`config.mk`:
```
export PLATFORM = sky130hd
export DESIGN_NAME = noc_local_rx_parser
export DESIGN_NICKNAME = d
export VERILOG_FILES = /design/src/rtl/noc_local_rx_parser.sv
export SDC_FILE = /design/constraint.sdc
export NUM_CORES = 1
export LEC_CHECK = 0
export BUFFER_PORTS_ARGS = -buffer_cell sky130_fd_sc_hd__buf_2
export CORE_MARGIN = 1.5
export CORE_UTILIZATION = 54
export CTS_BUF_LIST = sky130_fd_sc_hd__clkbuf_4
export DETAILED_ROUTE_END_ITERATION = 8
export GPL_TIMING_DRIVEN = 0
export PLACE_DENSITY = 0.87
export SYNTH_ARGS = -nofsm -noshare
export SYNTH_HDL_FRONTEND = slang
export SYNTH_SLANG_ARGS = --single-unit
```
`constraint.sdc`:
```
create_clock -name clk_line -period 4.7 [get_ports clk_line]
set_clock_uncertainty 0.1 [all_clocks]
set_input_delay 0.94 -clock clk_line [delete_from_list [all_inputs] [get_ports clk_line]]
set_output_delay 0.94 -clock clk_line [all_outputs]
set_load 0.02 [all_outputs]
```
`src/rtl/noc_local_rx_parser.sv`:
```
// Tile-local NoC receive parser: turns write packets into scratchpad word writes,
// read packets into read-request descriptors, and drains/counts malformed packets.
module noc_local_rx_parser #(
  parameter int BW        = 32,
  parameter int BWB       = BW / 8,
  parameter int XY_SZ     = 3,
  parameter int OFFSET_SZ = 12,
  parameter int LEN_SZ    = 10,
  parameter int ERR_CNT_W = 16
) (
  input  logic                   clk_line,
  input  logic                   clk_line_rst_high,
  input  logic [2*XY_SZ-1:0]     HsrcId,
  input  logic                   stream_in_TVALID,
  input  logic [BW-1:0]          stream_in_TDATA,
  input  logic [BWB-1:0]         stream_in_TKEEP,
  input  logic                   stream_in_TLAST,
  output logic                   stream_in_TREADY,
  output logic                   mem_wr_en,
  output logic [OFFSET_SZ-1:0]   mem_wr_addr,
  output logic [BW-1:0]          mem_wr_data,
  output logic [BWB-1:0]         mem_wr_strb,
  output logic                   rd_req_TVALID,
  input  logic                   rd_req_TREADY,
  output logic [2*XY_SZ-1:0]     rd_req_src,
  output logic [OFFSET_SZ-1:0]   rd_req_offset,
  output logic [LEN_SZ-1:0]      rd_req_len,
  output logic [ERR_CNT_W-1:0]   err_count,
  output logic                   busy
);

  typedef enum logic [2:0] {
    S_HDR  = 3'd0,
    S_OFS  = 3'd1,
    S_DATA = 3'd2,
    S_DROP = 3'd3,
    S_REQ  = 3'd4
  } state_t;

  localparam int SRC_LO = 2 * XY_SZ;
  localparam int OP_LO  = 4 * XY_SZ;
  localparam int LEN_LO = OP_LO + 2;

  state_t                 state_q, state_d;
  logic                   tready_q;
  logic                   busy_q;
  logic                   rd_valid_q;
  logic [2*XY_SZ-1:0]     src_q;
  logic [1:0]             op_q;
  logic [LEN_SZ-1:0]      len_q;
  logic [LEN_SZ-1:0]      rem_q;
  logic [OFFSET_SZ-1:0]   addr_q;
  logic [ERR_CNT_W-1:0]   err_q;
  logic                   wr_en_q;
  logic [OFFSET_SZ-1:0]   wr_addr_q;
  logic [BW-1:0]          wr_data_q;
  logic [BWB-1:0]         wr_strb_q;

  logic                   hs_s;
  logic                   err_s;
  logic [2*XY_SZ-1:0]     hdr_dest_s;
  logic [1:0]             hdr_op_s;

  assign hs_s       = stream_in_TVALID && tready_q;
  assign hdr_dest_s = stream_in_TDATA[2*XY_SZ-1:0];
  assign hdr_op_s   = stream_in_TDATA[OP_LO+1:OP_LO];

  // Next-state and error-detection decode
  always_comb begin
    state_d = state_q;
    err_s   = 1'b0;
    case (state_q)
      S_HDR: begin
        if (hs_s) begin
          if ((hdr_dest_s != HsrcId) || hdr_op_s[1] || stream_in_TLAST) begin
            err_s   = 1'b1;
            state_d = stream_in_TLAST ? S_HDR : S_DROP;
          end else begin
            state_d = S_OFS;
          end
        end else begin
          state_d = S_HDR;
        end
      end
      S_OFS: begin
        if (hs_s) begin
          if (op_q == 2'b00) begin
            if (len_q == LEN_SZ'(0)) begin
              err_s   = !stream_in_TLAST;
              state_d = stream_in_TLAST ? S_HDR : S_DROP;
            end else begin
              err_s   = stream_in_TLAST;
              state_d = stream_in_TLAST ? S_HDR : S_DATA;
            end
          end else begin
            err_s   = !stream_in_TLAST;
            state_d = stream_in_TLAST ? S_REQ : S_DROP;
          end
        end else begin
          state_d = S_OFS;
        end
      end
      S_DATA: begin
        if (hs_s) begin
          if (rem_q == LEN_SZ'(1)) begin
            err_s   = !stream_in_TLAST;
            state_d = stream_in_TLAST ? S_HDR : S_DROP;
          end else begin
            // early TLAST: words already written are kept
            err_s   = stream_in_TLAST;
            state_d = stream_in_TLAST ? S_HDR : S_DATA;
          end
        end else begin
          state_d = S_DATA;
        end
      end
      S_DROP: begin
        if (hs_s && stream_in_TLAST) begin
          state_d = S_HDR;
        end else begin
          state_d = S_DROP;
        end
      end
      S_REQ: begin
        if (rd_valid_q && rd_req_TREADY) begin
          state_d = S_HDR;
        end else begin
          state_d = S_REQ;
        end
      end
      default: begin
        state_d = S_HDR;
      end
    endcase
  end

  // State, registered outputs, latched packet fields and error counter
  always_ff @(posedge clk_line or posedge clk_line_rst_high) begin
    if (clk_line_rst_high) begin
      state_q    <= S_HDR;
      tready_q   <= 1'b0;
      busy_q     <= 1'b0;
      rd_valid_q <= 1'b0;
      src_q      <= '0;
      op_q       <= 2'b00;
      len_q      <= '0;
      rem_q      <= '0;
      addr_q     <= '0;
      err_q      <= '0;
      wr_en_q    <= 1'b0;
      wr_addr_q  <= '0;
      wr_data_q  <= '0;
      wr_strb_q  <= '0;
    end else begin
      state_q    <= state_d;
      tready_q   <= (state_d != S_REQ);
      busy_q     <= (state_d != S_HDR);
      rd_valid_q <= (state_d == S_REQ);
      wr_en_q    <= 1'b0;
      if (err_s && (err_q != {ERR_CNT_W{1'b1}})) begin
        err_q <= err_q + ERR_CNT_W'(1);
      end
      if (hs_s) begin
        case (state_q)
          S_HDR: begin
            src_q <= stream_in_TDATA[SRC_LO+2*XY_SZ-1:SRC_LO];
            op_q  <= hdr_op_s;
            len_q <= stream_in_TDATA[LEN_LO+LEN_SZ-1:LEN_LO];
          end
          S_OFS: begin
            addr_q <= stream_in_TDATA[OFFSET_SZ-1:0];
            rem_q  <= len_q;
          end
          S_DATA: begin
            wr_en_q   <= 1'b1;
            wr_addr_q <= addr_q;
            wr_data_q <= stream_in_TDATA;
            wr_strb_q <= stream_in_TKEEP;
            addr_q    <= addr_q + OFFSET_SZ'(1);
            rem_q     <= rem_q - LEN_SZ'(1);
          end
          default: begin
          end
        endcase
      end
    end
  end

  assign stream_in_TREADY = tready_q;
  assign busy             = busy_q;
  assign rd_req_TVALID    = rd_valid_q;
  assign rd_req_src       = src_q;
  assign rd_req_offset    = addr_q;
  assign rd_req_len       = len_q;
  assign err_count        = err_q;
  assign mem_wr_en        = wr_en_q;
  assign mem_wr_addr      = wr_addr_q;
  assign mem_wr_data      = wr_data_q;
  assign mem_wr_strb      = wr_strb_q;

endmodule

```
* Yosys cells after proc, flatten, opt, wreduce, memory -nomap -nowiden *
Index checks and enable logic that the tools add are counted.

operators by class
  eq/ne operators = 9
  reductions and logical operators = 15
  mux-type cells = 25
  add/sub/neg operators = 3

operators with widths
  cell                   count
  $pmux 12 s2            1
  $pmux 10 s2            1
  $mux 3                 6
  $add 16x1->16 const B  1
  $ne 16x16->1 const B   1
  $pmux 3 s5             1
  $add 12x1->12 const B  1
  $mux 2                 6
  $eq 10x1->1 const B    1
  $logic_not 10->1       1
  $sub 10x1->10 const B  1
  $mux 1                 9
  $eq 3x2->1 const B     2
  $eq 3x3->1 const B     2
  $ne 6x6->1             1
  $reduce_and 2->1       3
  $logic_and 1x1->1      4
  $eq 3x1->1 const B     1
  $logic_not 3->1        1
  $ne 3x3->1 const B     1
  $pmux 1 s3             1
  $reduce_bool 3->1      1
  $logic_not 2->1        1
  $logic_or 1x1->1       2
  2 further kinds        2

storage, ports and cells
  word-level logic and storage cells = 66
  register bits = 111
  input bits = 47
  output and inout bits = 96

* Logic depth before layout (Yosys ltp) *
  depth in word-level cells = 7
  gate-level depth with buffers = 9
  depth with buffers taken out = 9

* Least setup slack after synthesis *
Ideal clock, no wire load.

  path type = register to register
  start point = register len_q[4] (netlist: rd_req_len[4])
  end point = register err_q[15] (netlist: err_count[15])
  setup slack = 1.705 ns
  buffers on the path = 0
  data required time = 4.475 ns
  cell stages (with the launch flop) = 9
  period minus slack after synthesis = 2.995 ns
  library setup time = 0.125 ns
  data arrival time = 2.770 ns
  cells stage by stage = dfrtp_1 or4_1 nor4_1 ha_1 or4_1 o311ai_2 nand2_2 nor4_1 mux2_2

on the way
  word-level cells in the longest chain between the ends = 6

RTL lines
  element                 RTL line  text
  from (decl)             50        logic [LEN_SZ-1:0] len_q;
  from (signal assigned)  168       len_q <= stream_in_TDATA[LEN_LO+LEN_SZ-1:LEN_LO];
  $logic_not 10->1        88        if (len_q == LEN_SZ'(0)) begin
  $mux 1                  88
  $mux 1                  87        if (op_q == 2'b00) begin
  $mux 1                  86        if (hs_s) begin
  $pmux 1 s3              72        case (state_q)
  $logic_and 1x1->1       160       if (err_s && (err_q != {ERR_CNT_W{1'b1}})) begin
  to (signal assigned)    161       err_q <= err_q + ERR_CNT_W'(1);
  to (decl)               53        logic [ERR_CNT_W-1:0] err_q;

Every way passes these cells.
A chain may end at the register's enable or synchronous reset.

* Final worst setup path *
Ends and elaborated chain as after synthesis.

==> results.sh <==
export IMPL_synth_area_per_cell_um2=11.7
export IMPL_peakVddDrop_uv=389
export IMPL_timing_final_crit_share=0.698
export IMPL_clock_root_buffer="clkbuf_4"
export IMPL_tightest_slew_ns=1.27
export IMPL_syn_num_nets=487
export IMPL_r2r_start="rd_req_len[4]"
export IMPL_grt_use_total=0.254
export IMPL_drcViolationCount=0
export IMPL_die_area_um2=10000
export IMPL_synth_area_top_cells="dfrtp_1 (55%), mux2_2 (15%), xor2_1 (2.8%)"
export IMPL_dp_cells=688
export IMPL_yosys_warnings=0
export IMPL_die_w_um=100
export IMPL_fin_setup_tns_ns=0
export IMPL_via_count=4091
export IMPL_cts_resized=0
export IMPL_num_rows=35
export IMPL_reg2reg_depth=8
export IMPL_critPathMaxFanout=4
export IMPL_max_freq_ghz=0.305
export IMPL_crit_path_start="rd_req_len[4]"
export IMPL_layout_min_cycle_time_ns=3.28
export IMPL_total_power_mw=4.35
export IMPL_maxSlewHeadroom=0.149
export IMPL_ys_async_sr_fraction=1.00
export IMPL_cp_data_arrival_time_ns=3.53
export IMPL_yosys_most_used_dff="dfrtp_1"
export IMPL_cts_tree="done"
export IMPL_yosysTopAreaCell="dfrtp_1"
export IMPL_synth_cells=434
export IMPL_end_kind="flop"
export IMPL_wl_um=12400
export IMPL_fp_dieH_um=100
export IMPL_hold_path_class="in -> async"
export IMPL_postCtsHoldBufs=0
export IMPL_crit_required_ns=4.95
export IMPL_htreeDepth=3
export IMPL_dr_pass1_iters=4
export IMPL_p_per_area_nw_per_um2=713
export IMPL_yosysTopAreaCellShare=0.546
export IMPL_grt_overflow=0
export IMPL_numClockSinks=111
export IMPL_clk_latency_ns=0.46
export IMPL_antenna_left=0
export IMPL_grt_pass1_wl_um=20000
export IMPL_fin_area_um2=6100
export IMPL_outcome="finished clean"
export IMPL_grt_setup_unrepaired="false"
export IMPL_syn_cell_area_um2=5090
export IMPL_numPortBuffers=142
export IMPL_cts_clk_slew_worst_paths_ns=0.17
export IMPL_hold_viol_final=0
export IMPL_ff2ff_setup_slack_ns=1.42
export IMPL_cts_setup_buffers=0
export IMPL_drt_iter0_markers=186
export IMPL_num_antenna_cells=0
export IMPL_ys_ff_latch=111
export IMPL_yosysSeqAreaShare=0.546
export IMPL_core_area_um2=9200
export IMPL_drive_gt1_frac=0.419
export IMPL_grt_max_degree=73
export IMPL_final_cells=703
export IMPL_critPathKind="reg -> reg"
export IMPL_clockBufferDepth=2
export IMPL_synth_cell_type_count=49
export IMPL_drv_cap=0
export IMPL_synth_edf_count=0
export IMPL_initial_core_util=0.553
export IMPL_ioPinCount=143
export IMPL_finalMaxSlewViolations=0
export IMPL_layout_nets=641
export IMPL_syn2layout_area_growth_pct=20.0
export IMPL_cts_made_buffers=9
export IMPL_grt_pass1_vias=4131
export IMPL_timing_rr_end="err_count[15]"
export IMPL_globalplace_congestion=0.847
export IMPL_setup_viol=0
export IMPL_placed_area_um2=5970
export IMPL_antenna_found_initial=0
export IMPL_place_hpwl_um=9030
export IMPL_vias_per_cell=5.82
export IMPL_wire_per_inst_um=17.6
export IMPL_p_leak_nw=2.91
export IMPL_startpoint_type="flop"
## cell usage in the layout (no fill, tap or decap), types with 3 or more instances in the layout
cell and instances:
a31oi_1 4, inv_1 9, nand2_1 25, ha_1 6, clkbuf_1 11, or3_1 4
or4_1 4, dfrtp_1 111, xor2_1 16, buf_2 150, o22ai_1 7, nor2_1 19
and3_1 3, xnor2_1 4, and4_1 3, clkbuf_4 9, nor4_1 6, nand4_1 3
nor3_1 17, o21ai_0 22, mux2_2 68, a22oi_1 3, nand3_1 21, a21oi_1 24
## sequential cells by signal, indices dropped and copies added, names as in the netlist
| register | flops |
|---|---|
| mem_wr_data | 32 |
| rd_req_src | 6 |
| rd_req_len | 10 |
| rd_req_TVALID | 1 |
| err_count | 16 |
| state_q | 3 |
| mem_wr_addr | 12 |
| stream_in_TREADY | 1 |
| rem_q | 10 |
| mem_wr_strb | 4 |
| rd_req_offset | 12 |
| op_q | 2 |
| busy | 1 |
| mem_wr_en | 1 |
## metal layers
| layer | vias up | share of wire | wire, µm | track usage |
|---|---|---|---|---|
| li1 | 1889 | - | - | - |
| met1 | 2016 | 0.43 | 5290 | 0.331 |
| met2 | 168 | 0.51 | 6260 | 0.429 |
| met3 | 18 | 0.056 | 697 | 0.0501 |
| met4 | 0 | 0.011 | 134 | 0.0813 |
| met5 | - | 0 | 0 | 0 |
## how the worst max path moves through the flow
stage	to	cells after the start
after floorplan	busy	1
after CTS	err_count[15]	8
after detailed placement	rd_req_len[3]	5
final	err_count[15]	8
after global routing	err_count[15]	8
after global placement	mem_wr_data[18]	2
## worst max-delay path, cell delays in order, from the launching register on
cell and delay, ns:
dfrtp_1 0.44, or4_1 0.54, nor4_1 0.31, ha_1 0.30, or4_1 0.42, o311ai_2 0.18
nand2_2 0.12, nor4_1 0.39, mux2_2 0.38
## cells in the mapped netlist (all sizes together) (2+ instances only)
library cell,n
or3,4
nor4,8
o21a,2
nand3,21
a31oi,4
nor2,19
xnor2,4
or4,5
o2bb2ai,2
o22ai,7
nor3b,2
nor4b,2
clkbuf,11
and3,3
and4,3
a21oi,24
o21ai,22
nand4,3
inv,10
a2bb2oi,2
nand2b,2
mux2,69
nand2,26
o211ai,4
a22oi,3
ha,6
nor3,18
buf,10
xor2,16
dfrtp,111
## power breakdown
part           internal, mW  leakage (nW)  total [mW]  switching [mW]
registers              1.38          1.33        1.71           0.334
clock network         0.165        0.0767       0.480           0.315
logic                 0.856          1.50        2.16            1.30
total                  2.40          2.91        4.35            1.95
## area by class of cell
type | instances | area (µm²)
plain buffers | 21 | 96.3
clock buffers | 9 | 67.6
clock inverters | 6 | 70.1
fillers | 736 | 3090
inverters | 10 | 40.0
multi-input cells | 292 | 2180
flip-flops and latches | 111 | 2780
well taps | 111 | 139
repair buffers | 143 | 738
## metrics by stage
stage | hold slack, ns | worst slack (ns) | util
after floorplan | 0.348 | 0.729 | -
after global placement | 0.368 | -0.386 | 0.646
after detailed placement | 0.374 | 1.37 | 0.649
after CTS | 0.404 | 1.49 | 0.664
after global routing | 0.410 | 1.31 | 0.664
final | 0.402 | 1.42 | 0.664
## kinds of logic after synthesis
kind of cell	synth area share
flops	0.546
mux	0.155
compound gates	0.0957
simple gates	0.128
xor+xnor	0.0344
fa+ha+maj	0.0148
buf+inv	0.0263
Power figures use the tool's default switching activity.
